$ cat config.mk
export PLATFORM = sky130hd
export DESIGN_NAME = huffman_param
export DESIGN_NICKNAME = d
export VERILOG_FILES = /design/src/rtl/huffman_param.sv
export SDC_FILE = /design/constraint.sdc
export NUM_CORES = 2
export LEC_CHECK = 0
export BUFFER_PORTS_ARGS = -buffer_cell sky130_fd_sc_hd__buf_2
export CAP_MARGIN = 5
export CORE_UTILIZATION = 60
export DETAILED_ROUTE_END_ITERATION = 6
export PLACE_DENSITY = 0.78
export SLEW_MARGIN = 25
export SYNTH_ARGS = -nofsm -noshare
export SYNTH_HDL_FRONTEND = slang
export SYNTH_SLANG_ARGS = --single-unit
$ cat constraint.sdc
create_clock -name clk -period 139.9 [get_ports clk]
set_input_delay 27.98 -clock clk [delete_from_list [all_inputs] [get_ports clk]]
set_output_delay 27.98 -clock clk [all_outputs]
set_load 0.02 [all_outputs]
$ cat src/rtl/huffman_param.sv
// huffman_param: histograms a stream of symbols (1..NSYM), builds a Huffman
// tree one merge per cycle, then walks every leaf toward the root in parallel
// (one level per cycle) to produce right-aligned codes and length masks.
//
// Parameters: NSYM (2..15), SYM_W, CNT_W, CODE_W (>= 1).
// Ports:
//   clk, reset (async, active-high)
//   gray_valid / gray_data : symbol strobe and value
//   busy                   : high in MERGE/CODE/DONE, strobes ignored
//   cnt_valid / cnt_flat   : one-cycle pulse with final histogram
//   code_valid / code_err  : one-cycle pulse with codes, overflow flag
//   hc_flat / m_flat       : per-slot codes and length masks
// Build option: HUFF_CNT_SAT_EN defined -> histogram counters saturate,
// otherwise they wrap modulo 2^CNT_W.
module huffman_param #(
  parameter int unsigned NSYM   = 6,
  parameter int unsigned SYM_W  = 8,
  parameter int unsigned CNT_W  = 8,
  parameter int unsigned CODE_W = 8
) (
  input  logic                   clk,
  input  logic                   reset,
  input  logic                   gray_valid,
  input  logic [SYM_W-1:0]       gray_data,
  output logic                   busy,
  output logic                   cnt_valid,
  output logic [NSYM*CNT_W-1:0]  cnt_flat,
  output logic                   code_valid,
  output logic                   code_err,
  output logic [NSYM*CODE_W-1:0] hc_flat,
  output logic [NSYM*CODE_W-1:0] m_flat
);

  localparam int unsigned NN  = 2 * NSYM - 1;
  localparam int unsigned IW  = $clog2(NN);
  localparam int unsigned NCW = CNT_W + 4;
  localparam int unsigned LW  = $clog2(CODE_W + 1);
  localparam int unsigned KW  = $clog2(NSYM + 1);

  typedef enum logic [2:0] {S_IDLE, S_COUNT, S_MERGE, S_CODE, S_DONE} state_e;

  state_e                  state_q;
  logic [CNT_W-1:0]        cnt_q   [NSYM];
  logic [NCW-1:0]          ncnt_q  [NN];
  logic                    act_q   [NN];
  logic [IW-1:0]           par_q   [NN];
  logic                    pv_q    [NN];
  logic                    edg_q   [NN];
  logic [IW-1:0]           nxt_q;
  logic [KW-1:0]           rem_q;
  logic [IW-1:0]           cur_q   [NSYM];
  logic [LW-1:0]           len_q   [NSYM];
  logic                    fin_q   [NSYM];
  logic [CODE_W-1:0]       hcw_q   [NSYM];
  logic [CODE_W-1:0]       mw_q    [NSYM];
  logic                    err_q;

  logic                    busy_q, cnt_valid_q, code_valid_q, code_err_q;
  logic [NSYM*CNT_W-1:0]   cnt_flat_q;
  logic [NSYM*CODE_W-1:0]  hc_flat_q, m_flat_q;

  logic [NSYM-1:0]         sym_hit_c;
  logic                    any_hit_c;
  logic [CNT_W-1:0]        cnt_inc_c [NSYM];
  logic [KW-1:0]           k_c;
  logic [IW-1:0]           min1_c, min2_c;
  logic [NCW-1:0]          v1_c, v2_c, sum_c;
  logic                    f1_c, f2_c;
  logic [IW-1:0]           cur_d   [NSYM];
  logic [LW-1:0]           len_d   [NSYM];
  logic                    fin_d   [NSYM];
  logic [CODE_W-1:0]       hcw_d   [NSYM];
  logic [CODE_W-1:0]       mw_d    [NSYM];
  logic [CODE_W-1:0]       oh_c    [NSYM];
  logic                    walk_err_c, all_fin_c;

  assign busy       = busy_q;
  assign cnt_valid  = cnt_valid_q;
  assign cnt_flat   = cnt_flat_q;
  assign code_valid = code_valid_q;
  assign code_err   = code_err_q;
  assign hc_flat    = hc_flat_q;
  assign m_flat     = m_flat_q;

  // Symbol decode, counter increment and count of nonzero slots.
  always_comb begin
    sym_hit_c = '0;
    k_c       = '0;
    for (int i = 0; i < NSYM; i++) begin
      sym_hit_c[i] = gray_valid && (gray_data == SYM_W'(i + 1));
`ifdef HUFF_CNT_SAT_EN
      cnt_inc_c[i] = (cnt_q[i] == '1) ? cnt_q[i] : cnt_q[i] + CNT_W'(1);
`else
      cnt_inc_c[i] = cnt_q[i] + CNT_W'(1);
`endif
      k_c = k_c + KW'(cnt_q[i] != '0);
    end
    any_hit_c = |sym_hit_c;
  end

  // Two smallest active nodes; ascending scan with strict compare keeps the
  // lower index on ties.
  always_comb begin
    min1_c = '0;
    min2_c = '0;
    v1_c   = '0;
    v2_c   = '0;
    f1_c   = 1'b0;
    f2_c   = 1'b0;
    for (int n = 0; n < NN; n++) begin
      if (act_q[n] && (!f1_c || ncnt_q[n] < v1_c)) begin
        min1_c = IW'(n);
        v1_c   = ncnt_q[n];
        f1_c   = 1'b1;
      end
    end
    for (int n = 0; n < NN; n++) begin
      if (act_q[n] && (IW'(n) != min1_c) && (!f2_c || ncnt_q[n] < v2_c)) begin
        min2_c = IW'(n);
        v2_c   = ncnt_q[n];
        f2_c   = 1'b1;
      end
    end
    sum_c = v1_c + v2_c;
  end

  // One CODE step for every unfinished leaf.
  always_comb begin
    walk_err_c = 1'b0;
    all_fin_c  = 1'b1;
    for (int i = 0; i < NSYM; i++) begin
      cur_d[i] = cur_q[i];
      len_d[i] = len_q[i];
      fin_d[i] = fin_q[i];
      hcw_d[i] = hcw_q[i];
      mw_d[i]  = mw_q[i];
      oh_c[i]  = CODE_W'(1) << len_q[i];
      if (!fin_q[i]) begin
        if (len_q[i] == LW'(CODE_W)) begin
          // Code would exceed CODE_W bits: flag and blank the slot.
          walk_err_c = 1'b1;
          hcw_d[i]   = '0;
          mw_d[i]    = '0;
          fin_d[i]   = 1'b1;
        end else if (!pv_q[cur_q[i]]) begin
          // Lone active leaf is itself the root: 1-bit code 0.
          mw_d[i]  = oh_c[i];
          fin_d[i] = 1'b1;
        end else begin
          if (edg_q[cur_q[i]]) hcw_d[i] = hcw_q[i] | oh_c[i];
          mw_d[i]  = mw_q[i] | oh_c[i];
          len_d[i] = len_q[i] + LW'(1);
          cur_d[i] = par_q[cur_q[i]];
          fin_d[i] = !pv_q[par_q[cur_q[i]]];
        end
      end
      all_fin_c = all_fin_c & fin_d[i];
    end
  end

  // Control FSM with histogram, tree and output registers.
  always_ff @(posedge clk or posedge reset) begin
    if (reset) begin
      state_q      <= S_IDLE;
      nxt_q        <= '0;
      rem_q        <= '0;
      err_q        <= 1'b0;
      busy_q       <= 1'b0;
      cnt_valid_q  <= 1'b0;
      code_valid_q <= 1'b0;
      code_err_q   <= 1'b0;
      cnt_flat_q   <= '0;
      hc_flat_q    <= '0;
      m_flat_q     <= '0;
      for (int n = 0; n < NN; n++) begin
        ncnt_q[n] <= '0;
        act_q[n]  <= 1'b0;
        par_q[n]  <= '0;
        pv_q[n]   <= 1'b0;
        edg_q[n]  <= 1'b0;
      end
      for (int i = 0; i < NSYM; i++) begin
        cnt_q[i] <= '0;
        cur_q[i] <= '0;
        len_q[i] <= '0;
        fin_q[i] <= 1'b0;
        hcw_q[i] <= '0;
        mw_q[i]  <= '0;
      end
    end else begin
      cnt_valid_q  <= 1'b0;
      code_valid_q <= 1'b0;
      case (state_q)
        S_IDLE: begin
          for (int i = 0; i < NSYM; i++)
            if (sym_hit_c[i]) cnt_q[i] <= cnt_inc_c[i];
          if (any_hit_c) state_q <= S_COUNT;
        end
        S_COUNT: begin
          if (gray_valid) begin
            for (int i = 0; i < NSYM; i++)
              if (sym_hit_c[i]) cnt_q[i] <= cnt_inc_c[i];
          end else begin
            // End of block: publish counts and seed the tree with the leaves.
            cnt_valid_q <= 1'b1;
            busy_q      <= 1'b1;
            err_q       <= 1'b0;
            nxt_q       <= IW'(NSYM);
            rem_q       <= k_c - KW'(1);
            state_q     <= (k_c > KW'(1)) ? S_MERGE : S_CODE;
            for (int n = 0; n < NN; n++) begin
              ncnt_q[n] <= '0;
              act_q[n]  <= 1'b0;
              par_q[n]  <= '0;
              pv_q[n]   <= 1'b0;
              edg_q[n]  <= 1'b0;
            end
            for (int i = 0; i < NSYM; i++) begin
              cnt_flat_q[i*CNT_W +: CNT_W] <= cnt_q[i];
              ncnt_q[i] <= NCW'(cnt_q[i]);
              act_q[i]  <= (cnt_q[i] != '0);
              cur_q[i]  <= IW'(i);
              len_q[i]  <= '0;
              fin_q[i]  <= (cnt_q[i] == '0);
              hcw_q[i]  <= '0;
              mw_q[i]   <= '0;
            end
          end
        end
        S_MERGE: begin
          ncnt_q[nxt_q] <= sum_c;
          act_q[nxt_q]  <= 1'b1;
          act_q[min1_c] <= 1'b0;
          act_q[min2_c] <= 1'b0;
          par_q[min1_c] <= nxt_q;
          par_q[min2_c] <= nxt_q;
          pv_q[min1_c]  <= 1'b1;
          pv_q[min2_c]  <= 1'b1;
          edg_q[min1_c] <= 1'b1;
          edg_q[min2_c] <= 1'b0;
          nxt_q         <= nxt_q + IW'(1);
          rem_q         <= rem_q - KW'(1);
          if (rem_q == KW'(1)) state_q <= S_CODE;
        end
        S_CODE: begin
          for (int i = 0; i < NSYM; i++) begin
            cur_q[i] <= cur_d[i];
            len_q[i] <= len_d[i];
            fin_q[i] <= fin_d[i];
            hcw_q[i] <= hcw_d[i];
            mw_q[i]  <= mw_d[i];
          end
          if (walk_err_c) err_q <= 1'b1;
          if (all_fin_c) begin
            state_q      <= S_DONE;
            code_valid_q <= 1'b1;
            code_err_q   <= err_q | walk_err_c;
            for (int i = 0; i < NSYM; i++) begin
              hc_flat_q[i*CODE_W +: CODE_W] <= hcw_d[i];
              m_flat_q[i*CODE_W +: CODE_W]  <= mw_d[i];
            end
          end
        end
        S_DONE: begin
          busy_q  <= 1'b0;
          state_q <= S_IDLE;
          for (int i = 0; i < NSYM; i++) cnt_q[i] <= '0;
        end
        default: state_q <= S_IDLE;
      endcase
    end
  end

endmodule

==> summary.md <==
| Metric | Value |
|---|---|
| Outcome | finished clean |
| Dominant cell by count in the synthesized netlist | dfrtp_1 |
| Root buffer cell | clkbuf_16 |
| Post-cts gate resize count | 0 |
| Leading cell types by total area after synthesis | dfrtp_1, ha_1, nand2_1, mux2i_1, mux4_2 |
| Critical Path Start Type | flop |
| Worst skew pair latency | 0.66 ns |
| Syn_nets | about 4600 |
| First-pass GRT wire length | 180900 um |
| N_diodes | 0 |
| Synth Instances | about 4300 |
| Syn avg cell area | around 9.0 um^2 |
| H-tree depth | 2 |
| Via count | approximately 34000 |
| Max-Cap Viols | 0 |
| Starting DRT DRC Count | around 3300 |
| CTS Hold Bufs | 0 |
| GPL Wtd Cong | 1.019 |
| Die area | 65080 um^2 |
| CP most frequent cell | a21oi_1 |
| Top Family by Delay on Critical Path | compound AO/OA/AOI/OAI gates |
| Worst hold path class | flop to flop |
| CTS max path bufs | 3 |
| DRT Wirelength | about 110000 um |
| Flops & latches, synth | between 500 and 600 |
| WP data required | 140.41 ns |
| CP bufs+invs | 19 |
| Boundary Pins | roughly 160 |
| Yosys cell types | around 100 |
| WP data arrival | between 50 and 60 ns |
| Initial antenna violation count | 0 |
| Asr flop ratio synth | 100.0% |
| Largest area contributor in the netlist | dfrtp_1 |
| Post-synth top area share | a little under two fifths |
| Non-Filler Instances | between 5000 and 6000 |
| Slowest cell on crit path | dfrtp_1 |
| Hpwl dp | between 80000 and 90000 um |
| Max Slew Vio Count | 0 |
| Via-to-Cell Ratio | between 6 and 7 |
| RSZ-0062 raised after global routing | no |
| Std-Cell Rows | a little over 90 |
| Max Freq | around 19 MHz |
| Endpoints failing hold | 0 |
| Most frequent cells after synthesis | dfrtp_1, nand2_1, nor2_1, o21ai_0, ha_1 |
| CTS tree | built |
| Fin util | 66.24% |
| Placed cells | 5093 |
| Crit-path max FO | 36 |
| Register area share after synthesis | between 30% and 40% |
| Primary FF master, synth | dfrtp_1 |
| Worst slew pin tran | 1.035 ns |
| Initial Utilization | about three fifths |
| Relative slew slack | a little over 30% |
| Place WS | between 80 and 90 ns |
| Period utilization | between 30% and 40% |
| Synthesized area | between 30000 and 40000 um^2 |
| Final nets | between 4000 and 5000 |
| Final setup viols | 0 |
| I/O Buffers | about 160 |
| Critical path capture point type | flop |
| CTS Sinks | around 570 |
| Pin count of the biggest net entering global routing | 128 |
| Reg clk slew, reported paths | approximately 0.060 ns |
| First-pass DRT Iterations | 6 |
| Setup_tns | 0 ns |
| Post-CTS Setup Inserts | 0 |
| Vias in the first global route | about 32000 |
| EDFF count, synth | 0 |
| Worst Skew | between 0.03 and 0.04 ns |
| Slowest Stage Delay on Critical Path | ~0.86 ns |
| Minimum clock period | roughly 52 ns |
| Share of cells above drive strength 1 | 11.50% |
| Final ANT Viol Nets | 0 |
| CORE AREA | between 60000 and 70000 um^2 |
| Drt drc | 0 |
| Total gr overflow | 0 |
| Total CTS buffers | 58 |
| Wire per inst | between 20 and 25 um |
| Synth warn | 0 |
| DIE HEIGHT | ~260 um |
| Layout area overhead | 8.892% |
| Critical path class | flop to flop |
| Setup ws final | 87.75 ns |
| Tot GR Track Use | a little over a third |
| Die width | 255.1 um |
-- registers in the layout, summed over array words and instances (netlist names), 3 cells and up --
name,count
hcw_q,48
fin_q,6
edg_q,11
cnt_flat,48
cur_q,24
m_flat,48
mw_q,48
state_q,3
par_q,44
ncnt_q,132
nxt_q,4
hc_flat,48
len_q,24
rem_q,3
pv_q,11
act_q,11
cnt_q,48
-- worst register-to-register path: cells and delay by family (launching register included) --
family                     cells  cell delay (ns)
adders and majority gates     21             5.78
buffers and inverters         19             2.21
muxes                         10             3.75
DFF                            1             0.86
and+or+nand+nor               66            11.28
AOI/OAI and AO/OA            127            28.12
-- stage by stage --
stage                     cell area (um^2)  hold slack, ns
after global placement               39700          0.4537
final                                41860          0.4674
after global routing                 41860          0.4964
after floorplan                      38440          0.4498
after CTS                            41850          0.4742
after detailed placement             39720          0.4590
-- cells by family after synthesis --
| kind of cell | after synthesis | share of synthesized area [%] |
|---|---|---|
| and+or+nand+nor | 1447 | 17.46 |
| AOI/OAI and AO/OA | 1143 | 19.76 |
| DFF | 566 | 36.85 |
| buffers and inverters | 501 | 5.055 |
| muxes | 294 | 10.20 |
| adders and majority gates | 286 | 9.387 |
| xor gates and xnor gates | 57 | 1.299 |
-- layout by cell type (no fill, tap or decap), types with 158 or more instances in the layout --
cell / n
inv_1: 256
nand2_1: 503
nand3_1: 162
nor2_1: 382
a21oi_1: 265
dfrtp_1: 566
o21ai_0: 311
buf_2: 158
ha_1: 282
mux2i_1: 166
-- worst paths after layout --
kind / slack [ns] / start / endpoint / cells past startpoint
setup / recovery: 87.75 / act_q[10] / ncnt_q[11] / 243
hold / removal: 0.47 / cnt_flat[20] / cnt_flat[20] / 2
setup reg to reg: 87.75 / act_q[10] / ncnt_q[11] / 243
hold reg to reg: 0.47 / cnt_flat[20] / cnt_flat[20] / 2
max in group asynchronous: 108.81 / reset / act_q[1] / 6
min in group asynchronous: 27.49 / reset / m_flat[13] / 2
-- per-layer routing --
| layer | track usage [%] | up-vias | routed length, um |
|---|---|---|---|
| met5 | 0 | - | 0 |
| met4 | 14.29 | 0 | 4754 |
| met3 | 4.831 | 296 | 8158 |
| met2 | 57.39 | 1455 | 53210 |
| met1 | 47.90 | 16400 | 48500 |
| li1 | - | 15540 | - |
-- layout make-up --
class	instances	area, um^2
multi-input combinational	3227	22450
fill	5174	21340
sequential	566	14160
clock buffer	81	1688
timing repair buffer	194	1061
tap	846	1059
inverter	260	985.9
clock inverter	29	449.2
Power is not shown: default switching activity piles up to over one toggle a cycle in this logic, so the estimate is an artifact.
